$ cat config.mk
export PLATFORM = sky130hd
export DESIGN_NAME = jt51_wr_sched_flat
export DESIGN_NICKNAME = d
export VERILOG_FILES = /design/src/rtl/jt51_wr_sched_if.sv /design/src/rtl/jt51_wr_sched.sv /design/src/flat_wrapper.sv
export SDC_FILE = /design/constraint.sdc
export NUM_CORES = 1
export LEC_CHECK = 0
export ABC_AREA = 1
export BUFFER_PORTS_ARGS = -buffer_cell sky130_fd_sc_hd__buf_2
export CAP_MARGIN = 0
export CORE_AREA = 2 2 76 78
export CTS_BUF_LIST = sky130_fd_sc_hd__clkbuf_8
export DETAILED_ROUTE_END_ITERATION = 12
export DIE_AREA = 0 0 78 80
export PLACE_DENSITY = 0.81
export SYNTH_ARGS = -nofsm -noshare
export SYNTH_HDL_FRONTEND = slang
export SYNTH_SLANG_ARGS = --single-unit
$ cat constraint.sdc
create_clock -name clk -period 2 [get_ports clk]
set_clock_uncertainty 0.2 [all_clocks]
set_input_delay 0.5 -clock clk [delete_from_list [all_inputs] [get_ports clk]]
set_output_delay 0.5 -clock clk [all_outputs]
set_load 0.02 [all_outputs]
$ cat src/rtl/jt51_wr_sched_if.sv
// jt51_wr_sched_if: bundles the requester handshakes, the jt51 CPU-port pins
// and the status signals of the jt51 write scheduler.
//   req0/req1, addr0/addr1, data0/data1 : requester write requests
//   ack0/ack1                           : one-cycle completion pulses
//   ym_cs_n, ym_wr_n, ym_a0, ym_din     : driven to the jt51 CPU port
//   ym_dout                             : read back from the jt51 (bit 7 = busy)
//   sched_busy, owner, timeout_err      : scheduler status
//   err_clr                             : clears timeout_err
// slave  : the scheduler side.
// master : the environment (requesters plus the chip).
interface jt51_wr_sched_if;
  logic       req0;
  logic       req1;
  logic [7:0] addr0;
  logic [7:0] addr1;
  logic [7:0] data0;
  logic [7:0] data1;
  logic       ack0;
  logic       ack1;
  logic       ym_cs_n;
  logic       ym_wr_n;
  logic       ym_a0;
  logic [7:0] ym_din;
  logic [7:0] ym_dout;
  logic       sched_busy;
  logic       owner;
  logic       err_clr;
  logic       timeout_err;

  modport slave (
    input  req0, req1, addr0, addr1, data0, data1, ym_dout, err_clr,
    output ack0, ack1, ym_cs_n, ym_wr_n, ym_a0, ym_din, sched_busy, owner, timeout_err
  );

  modport master (
    output req0, req1, addr0, addr1, data0, data1, ym_dout, err_clr,
    input  ack0, ack1, ym_cs_n, ym_wr_n, ym_a0, ym_din, sched_busy, owner, timeout_err
  );
endinterface

$ cat src/rtl/jt51_wr_sched.sv
// jt51_wr_sched: round-robin write scheduler for the jt51 CPU port.
// Each granted (register, value) pair becomes an address write (a0=0) and a
// data write (a0=1), each followed by a guarded busy poll on ym_dout[7].
// The address write is skipped when the register number matches the last
// address successfully written.
// Ports:
//   clk : main clock (jt51 clk)
//   rst : synchronous active-high reset
//   bus : jt51_wr_sched_if.slave (requesters, jt51 pins, status)
// Parameters:
//   WR_LEN  : cycles cs_n/wr_n are held low per write (>=1)
//   GUARD   : wait cycles before busy is first sampled (>=1)
//   TIMEOUT : wait cycles, guard included, before a write is abandoned
module jt51_wr_sched #(
  parameter int WR_LEN  = 2,
  parameter int GUARD   = 2,
  parameter int TIMEOUT = 255
) (
  input logic             clk,
  input logic             rst,
  jt51_wr_sched_if.slave  bus
);

  typedef enum logic [2:0] {
    S_IDLE   = 3'd0,
    S_A_WR   = 3'd1,
    S_A_WAIT = 3'd2,
    S_D_WR   = 3'd3,
    S_D_WAIT = 3'd4,
    S_DONE   = 3'd5
  } state_e;

  localparam logic [7:0] WR_LAST = 8'(WR_LEN - 1);
  localparam logic [7:0] GUARD_C = 8'(GUARD);
  localparam logic [7:0] TO_LAST = 8'(TIMEOUT - 1);

  state_e     state_q, state_d;
  logic [7:0] cnt_q, cnt_d;
  logic [7:0] addr_q, addr_d;
  logic [7:0] data_q, data_d;
  logic       owner_q, owner_d;
  logic       mask_q, mask_d;
  logic       cvld_q, cvld_d;
  logic [7:0] caddr_q, caddr_d;
  logic       err_q, err_d;
  logic       cs_n_q, cs_n_d;
  logic       wr_n_q, wr_n_d;
  logic       a0_q, a0_d;
  logic [7:0] din_q, din_d;
  logic       ack0_q, ack0_d;
  logic       ack1_q, ack1_d;
  logic       busy_q, busy_d;

  logic req0_s, req1_s, sel_s, poll_s, err_set_s, wr_s;

  // Next-state, arbitration, address cache and registered-output decode.
  always_comb begin
    state_d   = state_q;
    addr_d    = addr_q;
    data_d    = data_q;
    owner_d   = owner_q;
    mask_d    = 1'b0;
    cvld_d    = cvld_q;
    caddr_d   = caddr_q;
    err_set_s = 1'b0;
    sel_s     = 1'b0;
    // The channel just served sits out the single IDLE cycle after DONE.
    req0_s    = bus.req0 & ~(mask_q & ~owner_q);
    req1_s    = bus.req1 & ~(mask_q & owner_q);
    // Busy is ignored until the guard has elapsed.
    poll_s    = (cnt_q >= GUARD_C) & ~bus.ym_dout[7];

    case (state_q)
      S_IDLE: begin
        if (req0_s | req1_s) begin
          sel_s   = (req0_s & req1_s) ? ~owner_q : req1_s;
          owner_d = sel_s;
          addr_d  = sel_s ? bus.addr1 : bus.addr0;
          data_d  = sel_s ? bus.data1 : bus.data0;
          if (cvld_q && (caddr_q == addr_d)) begin
            state_d = S_D_WR;
          end else begin
            state_d = S_A_WR;
          end
        end else begin
          state_d = S_IDLE;
        end
      end
      S_A_WR: begin
        if (cnt_q == WR_LAST) begin
          state_d = S_A_WAIT;
        end else begin
          state_d = S_A_WR;
        end
      end
      S_A_WAIT: begin
        if (poll_s) begin
          state_d = S_D_WR;
          cvld_d  = 1'b1;
          caddr_d = addr_q;
        end else if (cnt_q == TO_LAST) begin
          // Abandon the whole transaction; the data phase is skipped.
          state_d   = S_DONE;
          err_set_s = 1'b1;
          cvld_d    = 1'b0;
        end else begin
          state_d = S_A_WAIT;
        end
      end
      S_D_WR: begin
        if (cnt_q == WR_LAST) begin
          state_d = S_D_WAIT;
        end else begin
          state_d = S_D_WR;
        end
      end
      S_D_WAIT: begin
        if (poll_s) begin
          state_d = S_DONE;
        end else if (cnt_q == TO_LAST) begin
          state_d   = S_DONE;
          err_set_s = 1'b1;
          cvld_d    = 1'b0;
        end else begin
          state_d = S_D_WAIT;
        end
      end
      S_DONE: begin
        state_d = S_IDLE;
        mask_d  = 1'b1;
      end
      default: begin
        state_d = S_IDLE;
      end
    endcase

    // Phase counter restarts on every state change and saturates.
    if (state_d != state_q) begin
      cnt_d = 8'd0;
    end else if (cnt_q != 8'hFF) begin
      cnt_d = cnt_q + 8'd1;
    end else begin
      cnt_d = cnt_q;
    end

    // Outputs are decoded from the next state so the registered pins line
    // up with the state they belong to.
    wr_s   = (state_d == S_A_WR) || (state_d == S_D_WR);
    cs_n_d = ~wr_s;
    wr_n_d = ~wr_s;
    if (state_d == S_A_WR) begin
      a0_d  = 1'b0;
      din_d = addr_d;
    end else if (state_d == S_D_WR) begin
      a0_d  = 1'b1;
      din_d = data_d;
    end else begin
      a0_d  = a0_q;
      din_d = din_q;
    end
    ack0_d = (state_d == S_DONE) & ~owner_d;
    ack1_d = (state_d == S_DONE) & owner_d;
    busy_d = (state_d != S_IDLE);
    // A timeout in the same cycle as err_clr keeps the flag set.
    err_d  = err_set_s | (err_q & ~bus.err_clr);
  end

  // State and output registers with synchronous reset.
  always_ff @(posedge clk) begin
    if (rst) begin
      state_q <= S_IDLE;
      cnt_q   <= 8'd0;
      addr_q  <= 8'd0;
      data_q  <= 8'd0;
      owner_q <= 1'b1;
      mask_q  <= 1'b0;
      cvld_q  <= 1'b0;
      caddr_q <= 8'd0;
      err_q   <= 1'b0;
      cs_n_q  <= 1'b1;
      wr_n_q  <= 1'b1;
      a0_q    <= 1'b0;
      din_q   <= 8'd0;
      ack0_q  <= 1'b0;
      ack1_q  <= 1'b0;
      busy_q  <= 1'b0;
    end else begin
      state_q <= state_d;
      cnt_q   <= cnt_d;
      addr_q  <= addr_d;
      data_q  <= data_d;
      owner_q <= owner_d;
      mask_q  <= mask_d;
      cvld_q  <= cvld_d;
      caddr_q <= caddr_d;
      err_q   <= err_d;
      cs_n_q  <= cs_n_d;
      wr_n_q  <= wr_n_d;
      a0_q    <= a0_d;
      din_q   <= din_d;
      ack0_q  <= ack0_d;
      ack1_q  <= ack1_d;
      busy_q  <= busy_d;
    end
  end

  assign bus.ack0        = ack0_q;
  assign bus.ack1        = ack1_q;
  assign bus.ym_cs_n     = cs_n_q;
  assign bus.ym_wr_n     = wr_n_q;
  assign bus.ym_a0       = a0_q;
  assign bus.ym_din      = din_q;
  assign bus.sched_busy  = busy_q;
  assign bus.owner       = owner_q;
  assign bus.timeout_err = err_q;

endmodule
$ cat src/flat_wrapper.sv
// flat-port wrapper written by rule: the top's interface ports become plain ports
module jt51_wr_sched_flat 
#(
  parameter int WR_LEN  = 2,
  parameter int GUARD   = 2,
  parameter int TIMEOUT = 255
)
  (clk, rst, bus_req0, bus_req1, bus_addr0, bus_addr1, bus_data0, bus_data1, bus_ym_dout, bus_err_clr, bus_ack0, bus_ack1, bus_ym_cs_n, bus_ym_wr_n, bus_ym_a0, bus_ym_din, bus_sched_busy, bus_owner, bus_timeout_err);
  jt51_wr_sched_if bus_i ();
  input logic clk;
  input logic rst;
  input wire logic [$bits(bus_i.req0)-1:0] bus_req0;
  input wire logic [$bits(bus_i.req1)-1:0] bus_req1;
  input wire logic [$bits(bus_i.addr0)-1:0] bus_addr0;
  input wire logic [$bits(bus_i.addr1)-1:0] bus_addr1;
  input wire logic [$bits(bus_i.data0)-1:0] bus_data0;
  input wire logic [$bits(bus_i.data1)-1:0] bus_data1;
  input wire logic [$bits(bus_i.ym_dout)-1:0] bus_ym_dout;
  input wire logic [$bits(bus_i.err_clr)-1:0] bus_err_clr;
  output wire logic [$bits(bus_i.ack0)-1:0] bus_ack0;
  output wire logic [$bits(bus_i.ack1)-1:0] bus_ack1;
  output wire logic [$bits(bus_i.ym_cs_n)-1:0] bus_ym_cs_n;
  output wire logic [$bits(bus_i.ym_wr_n)-1:0] bus_ym_wr_n;
  output wire logic [$bits(bus_i.ym_a0)-1:0] bus_ym_a0;
  output wire logic [$bits(bus_i.ym_din)-1:0] bus_ym_din;
  output wire logic [$bits(bus_i.sched_busy)-1:0] bus_sched_busy;
  output wire logic [$bits(bus_i.owner)-1:0] bus_owner;
  output wire logic [$bits(bus_i.timeout_err)-1:0] bus_timeout_err;
  assign bus_i.req0 = bus_req0;
  assign bus_i.req1 = bus_req1;
  assign bus_i.addr0 = bus_addr0;
  assign bus_i.addr1 = bus_addr1;
  assign bus_i.data0 = bus_data0;
  assign bus_i.data1 = bus_data1;
  assign bus_i.ym_dout = bus_ym_dout;
  assign bus_i.err_clr = bus_err_clr;
  assign bus_ack0 = bus_i.ack0;
  assign bus_ack1 = bus_i.ack1;
  assign bus_ym_cs_n = bus_i.ym_cs_n;
  assign bus_ym_wr_n = bus_i.ym_wr_n;
  assign bus_ym_a0 = bus_i.ym_a0;
  assign bus_ym_din = bus_i.ym_din;
  assign bus_sched_busy = bus_i.sched_busy;
  assign bus_owner = bus_i.owner;
  assign bus_timeout_err = bus_i.timeout_err;
  jt51_wr_sched #(.WR_LEN(WR_LEN), .GUARD(GUARD), .TIMEOUT(TIMEOUT)) u_core (.clk(clk), .rst(rst), .bus(bus_i));
endmodule
== Word level (Yosys, flattened, before mapping) ==
Index checks and enable logic that the tools add are counted.

* Add/subtract/negate cells: 1
* Magnitude comparators: 1
* Eq/ne operators: 14
* Mux-type cells: 28
* Bitwise gates (word level): 18
* Reductions and logical operators: 11

{| class="wikitable"
|+ Operator list
! cell !! number
|-
| 8-bit 2-to-1 mux || 8
|-
| 3-bit one-hot mux with 5 select lines || 1
|-
| 3-bit 2-to-1 mux || 4
|-
| 1-bit 2-to-1 mux || 11
|-
| 1-bit bitwise AND || 9
|-
| 3-bit by 2-bit == test with 1-bit output (second input constant) || 3
|-
| 3-bit == test (second input constant) || 3
|-
| 8-bit by 1-bit adder with 8-bit output (second input constant) || 1
|-
| 8-bit by 1-bit == test with 1-bit output (second input constant) || 1
|-
| 8-bit == test || 1
|-
| 8-bit == test (second input constant) || 1
|-
| 8-bit by 2-bit >= comparator with 1-bit output (second input constant) || 1
|-
| 8-bit inequality test (second input constant) || 1
|-
| 1-bit inverter || 7
|-
| 3-bit by 1-bit == test with 1-bit output (second input constant) || 2
|-
| 2-bit 2-to-1 mux || 3
|-
| 2-bit OR reduction || 3
|-
| 2-bit AND reduction || 2
|-
| 2-bit nonzero test || 2
|-
| 3-bit logical NOT || 1
|-
| 3-bit inequality test || 1
|-
| 3-bit nonzero test || 1
|-
| 2-bit inequality test (second input constant) || 1
|-
| 1-bit OR || 2
|-
| other kinds (3) || 3
|}

* Register bits after elaboration: 52
* Bits of input ports: 45
* Output and inout bits: 16
* Logic and storage cells: 88

== Longest topological paths before layout ==
* Depth in word-level cells: 15
* Depth in mapped cells: 14
* Depth with buffers taken out: 14

== Worst setup path after synthesis ==
No wires, ideal clock.

* Kind: reg-to-reg
* Start: reg u_core.owner_q (netlist: u_core.bus.owner)
* End: reg u_core.din_q[1] (netlist: u_core.bus.ym_din[1])
* Setup time: 0.113 ns
* Arrival time: 1.684 ns
* Data required time: 1.687 ns
* Slack: 0.002 ns
* Cell stages (with the launch flop): 15
* Buffers on the path: 1
* Clock period less this slack: 1.998 ns
* Path through: dfxtp_1 > nand2_2 > nand3_2 > buf_6 > nand2_1 > nand2_1 > nand2_1 > nand2_1 > nand2_1 > nor2_1 > nand3_2 > nand2_4 > nand2_4 > nor2_1 > nor2_1

* Word-level cells in the longest chain between the ends: 14
* Elaborated cells on any way between the ends: 26
* Those cells by class: eq/ne (3); mux (12); bitwise (9); reduce/logical (2)

{| class="wikitable"
|+ Ends and longest elaborated chain
! element !! line !! text
|-
| start: declaration || jt51_wr_sched.sv:41 || <nowiki>logic owner_q, owner_d;</nowiki>
|-
| start signal: assignment || jt51_wr_sched.sv:192 || <nowiki>owner_q <= owner_d;</nowiki>
|-
| 1-bit inverter || jt51_wr_sched.sv:68, jt51_wr_sched.sv:76 ||
|-
| 1-bit bitwise AND || jt51_wr_sched.sv:68 || <nowiki>req0_s = bus.req0 & ~(mask_q & ~owner_q);</nowiki>
|-
| 1-bit inverter || jt51_wr_sched.sv:68 ||
|-
| 1-bit bitwise AND || jt51_wr_sched.sv:68 ||
|-
| 1-bit bitwise AND || jt51_wr_sched.sv:76 || <nowiki>sel_s = (req0_s & req1_s) ? ~owner_q : req1_s;</nowiki>
|-
| 1-bit 2-to-1 mux || jt51_wr_sched.sv:76 ||
|-
| 8-bit 2-to-1 mux || jt51_wr_sched.sv:78 || <nowiki>addr_d = sel_s ? bus.addr1 : bus.addr0;</nowiki>
|-
| 8-bit == test || jt51_wr_sched.sv:80 || <nowiki>if (cvld_q && (caddr_q == addr_d)) begin</nowiki>
|-
| 1-bit logical AND || jt51_wr_sched.sv:80 ||
|-
| 2-bit 2-to-1 mux || jt51_wr_sched.sv:80 ||
|-
| 2-bit 2-to-1 mux || jt51_wr_sched.sv:75 || <nowiki>if (req0_s | req1_s) begin</nowiki>
|-
| 3-bit one-hot mux with 5 select lines || jt51_wr_sched.sv:73 || <nowiki>case (state_q)</nowiki>
|-
| 3-bit by 1-bit == test with 1-bit output or 3-bit by 2-bit == test with 1-bit output (tied branches) || jt51_wr_sched.sv:151, jt51_wr_sched.sv:154 ||
|-
| 8-bit 2-to-1 mux or 2-bit nonzero test (tied branches) || n/a ||
|-
| end signal: assignment || jt51_wr_sched.sv:200 || <nowiki>din_q <= din_d;</nowiki>
|-
| end: declaration || jt51_wr_sched.sv:49 || <nowiki>logic [7:0] din_q, din_d;</nowiki>
|}

Parallel ways exist; a longest one is shown, timed or not. The select of a mux whose other input is x is not followed.
A chain may end at the register's enable or synchronous reset.

== Worst setup path in the final report ==
* Start: reg u_core.cnt_q[4]
* End: reg u_core.din_q[7] (netlist: u_core.bus.ym_din[7])

* Word-level cells in the longest chain between the ends: 6
* Elaborated cells on any way between the ends: 15
* Those cells by class: order compare (1); eq/ne (4); mux (8); bitwise (1); reduce/logical (1)

{| class="wikitable"
|+ Ends and longest elaborated chain
! element !! line !! text
|-
| start: declaration || jt51_wr_sched.sv:38 || <nowiki>logic [7:0] cnt_q, cnt_d;</nowiki>
|-
| start signal: assignment || jt51_wr_sched.sv:189 || <nowiki>cnt_q <= cnt_d;</nowiki>
|-
| 8-bit by 2-bit >= comparator with 1-bit output or 8-bit == test (tied branches) || jt51_wr_sched.sv:71, jt51_wr_sched.sv:101, jt51_wr_sched.sv:120 ||
|-
| 1-bit bitwise AND, or another cell as far along || jt51_wr_sched.sv:71 || <nowiki>poll_s = (cnt_q >= GUARD_C) & ~bus.ym_dout[7];</nowiki>
|-
| 3-bit 2-to-1 mux, on equally long branches || jt51_wr_sched.sv:118, jt51_wr_sched.sv:97 ||
|-
| 3-bit one-hot mux with 5 select lines * || jt51_wr_sched.sv:73 ||
|-
| 3-bit by 1-bit == test with 1-bit output or 3-bit by 2-bit == test with 1-bit output (tied branches) || jt51_wr_sched.sv:151, jt51_wr_sched.sv:154 ||
|-
| 8-bit 2-to-1 mux or 2-bit nonzero test (tied branches) || n/a ||
|}

Every way passes the cells marked *; elsewhere a longest branch is shown, timed or not.

==> impl_metrics.yaml <==
power_and_ir_drop:
  p_comb_share_pct: 37.4
  p_leak_nw: 1.70
  seq_power_share_pct: 41.6
  p_sw_share_pct: 36.0
  power.switching_mw: 1.07
  peakVddDrop_uv: 601
  power_mw: 2.97
  p_per_area_mw_per_mm2: 827
  internal-power_mw: 1.90
  p_clk_share_pct: 20.9
global_routing:
  track_usage_pct: 21.3
  grt_pass1_vias: 2495
  antenna_found_initial: 0
  grt_max_degree: 29
  grt_pass1_wl_um: 10700
  grt_overflow: 0
die:
  die_w_um: 78
  initial_core_util_pct: 48.4
  die_area_mm2: 0.00624
  row_count: 27
  chipHeight_um: 80
  io_pins: 61
  core_mm2: 0.00541
worst_setup_path:
  max_stage_delay_ns: 0.34
  crit_family: "simple AND/OR/NAND/NOR gates"
  worst-path-stages: 13
  path_class: "flop to flop"
  crit_path_top_delay_cell: "dfxtp_2"
  cp_cell_sequence: "nor2_2 > nand3_1 > nor2_2 > nand3_2 > nand2_2 > nand2_1 > nand2_2 > nand2_4 > inv_6 > nor2_4 > buf_12 > o21ai_1 > a21oi_2"
  cp_max_fo: 8
  endpoint: "u_core.bus.ym_din[7]"
  rrSetupSlack_ns: -0.06
  cp-start-kind: "flop"
  r2r_end: "u_core.bus.ym_din[7]"
  crit_buf_inv: 2
  rr_startpoint: "u_core.cnt_q[4]"
  arrival_ns: 2.07
  cp.required_ns: 2.01
  cp-end-kind: "flop"
  rr_worst_depth: 13
  worstSetupStartpoint: "u_core.cnt_q[4]"
min_path:
  hold_start: "u_core.cvld_q"
  holdCritPathClass: "flop to flop"
timing:
  hold_viol: 0
  fmax_mhz: 485
  min_period_over_period_pct: 103
  setup_violations: 10
  timing.setup.tns_ns: -0.275
  drv_slew: 0
  worst_slew_pin_slew_ns: 0.360
  rsz0062_at_grt: "yes"
  setup_slack_ns: -0.0626
  slew_headroom_pct: 75.8
  holdWs_ns: 0.273
  finalCriticalPeriod_ns: 2.06
route:
  postRouteAntennaNets: 0
  wire_per_inst_um: 13.3
  wirelength_um: 7300
  vias: 2838
  drc_errors: 0
  drtIter0Drc: 154
  firstDrtPassIters: 5
  routed_via_density: 5.19
clocking:
  path_clk_slew_ns: 0.09
  cts_tree: "built"
  clock_path_buffers: 2
  cts.sinks: 52
  clock_tree.root_cell: "clkbuf_8"
  htree_num_levels: 2
  clock_latency_ns: 0.31
  cts_made_buffers: 5
layout:
  stdcell_count: 547
  final_area_mm2: 0.00359
  num_antenna_cells: 0
  final_util_pct: 66.5
  mostFrequentLayoutCell: "nand2_1"
  final_nets: 522
  final_cell_mix: "nand2_1 (88), buf_2 (53), dfxtp_1 (46)"
  area_growth_syn_to_layout_pct: 37.2
  fillers: 438
  drive_above_1_share_pct: 35.8
outcome:
  failed_checks: "negative setup slack"
  outcome: "finished with violations"
logic_synthesis:
  synth-seq-cells: 52
  yosysWarnings: 0
  yosys.area.top_type: "dfxtp_1"
  synth_top_area_share_pct: 39.8
  syn_area_per_cell_um2: 6.93
  synth_nets: 426
  syn-instance-count: 378
  synth_area_leaders: "dfxtp_1 (40%), nand2_1 (14%), nor2_1 (6.2%)"
  ys_seq_area_share_pct: 39.8
  synth_area_mm2: 0.00262
  synth_cell_types: 35
placement:
  dp_cells: 530
  io_buffers: 53
  place_ws_ns: -0.347
  place_congestion: 0.851
  place_area_mm2: 0.00321
  dp_hpwl_um: 4800
run:
  maxCapViolations: 0
-- worst register-to-register path, delay by kind of cell (launching register included) --
kind,cells,cell delay [ns]
simple gates,9,1.01
buf+inv,2,0.24
flops,1,0.34
compound gates,2,0.19
-- cell usage after synthesis --
cell type,instances
o211ai_1,2
xnor2_1,1
a31oi_1,4
nor2_1,43
nor4_1,1
nor2_4,2
o21a_1,2
nand2_4,3
nand3_1,26
nand2_1,95
o22ai_1,1
nand4_1,5
nor3_2,1
o21ai_0,29
dfxtp_1,52
mux2i_1,1
o21ai_1,5
buf_6,2
buf_4,1
a21oi_2,1
nor3_1,5
nand4_2,1
a211oi_1,1
nand2_2,4
inv_2,2
clkbuf_1,6
buf_2,4
nor2_8,1
a21oi_4,1
inv_1,40
nor2_2,1
xor2_1,3
a21oi_1,26
ha_1,3
nand3_2,3
-- power by group through the flow --
stage          Clock, mW  Sequential (mW)  Combinational (mW)
3_3_place_gp           0             1.24               0.912
2_1_floorplan          0             1.31               0.514
6_report           0.622             1.24                1.11
3_5_place_dp           0             1.24               0.939
5_1_grt            0.668             1.25                1.21
4_1_cts            0.623             1.22                1.01
-- sequential cells by signal, indices dropped and copies added, names as in the netlist, 3 cells and up --
signal	cells
u_core.state_q	3
u_core.caddr_q	8
u_core.cnt_q	8
u_core.data_q	8
u_core.addr_q	8
u_core.bus.ym_din	8
-- cell families (layout without fill, tap and decap cells) --
logic type | count (synthesis) | count (layout) | share of synthesized area [%]
simple gates | 191 | 193 | 33.3
compound gates | 72 | 72 | 15.0
buf+inv | 55 | 150 | 8.79
flops | 52 | 52 | 39.8
xor+xnor | 4 | 4 | 1.34
fa+ha+maj | 3 | 3 | 1.43
mux | 1 | 1 | 0.382
-- per-layer routing --
layer	share of wire (%)	GRT usage, %	vias to the layer above
met5	0	0	-
met4	3.0	7.54	0
met3	6.2	3.39	19
met2	48	37.2	116
met1	43	26.6	1290
li1	-	-	1413
-- worst min path at each step --
stage | depth (start not counted) | slack (ns) | endpoint
floorplan | 1 | 0.22 | u_core.mask_q
global placement | 2 | 0.25 | u_core.caddr_q[3]
detailed placement | 2 | 0.26 | u_core.cvld_q
CTS | 2 | 0.28 | u_core.caddr_q[5]
global route | 2 | 0.30 | u_core.cvld_q
finish | 2 | 0.27 | u_core.cvld_q
-- final cells by class --
cell class | instances | area, um^2 | share of cell area, %
clock buffers | 6 | 82.6 | 2.30
clock inverters | 2 | 11.3 | 0.313
inverters | 42 | 163 | 4.53
multi-input cells | 273 | 1530 | 42.7
flip-flops and latches | 52 | 1050 | 29.2
well taps | 72 | 90.1 | 2.51
repair buffers | 100 | 662 | 18.4
-- what timing repair did --
action,CTS,global route
hold buffers,0,0
setup endpoints to repair,12,19
gates resized for setup,16,50
cloned,1,1
setup buffers,4,3
pin swaps,3,18
Note: power is estimated with default switching activity, not from simulation.
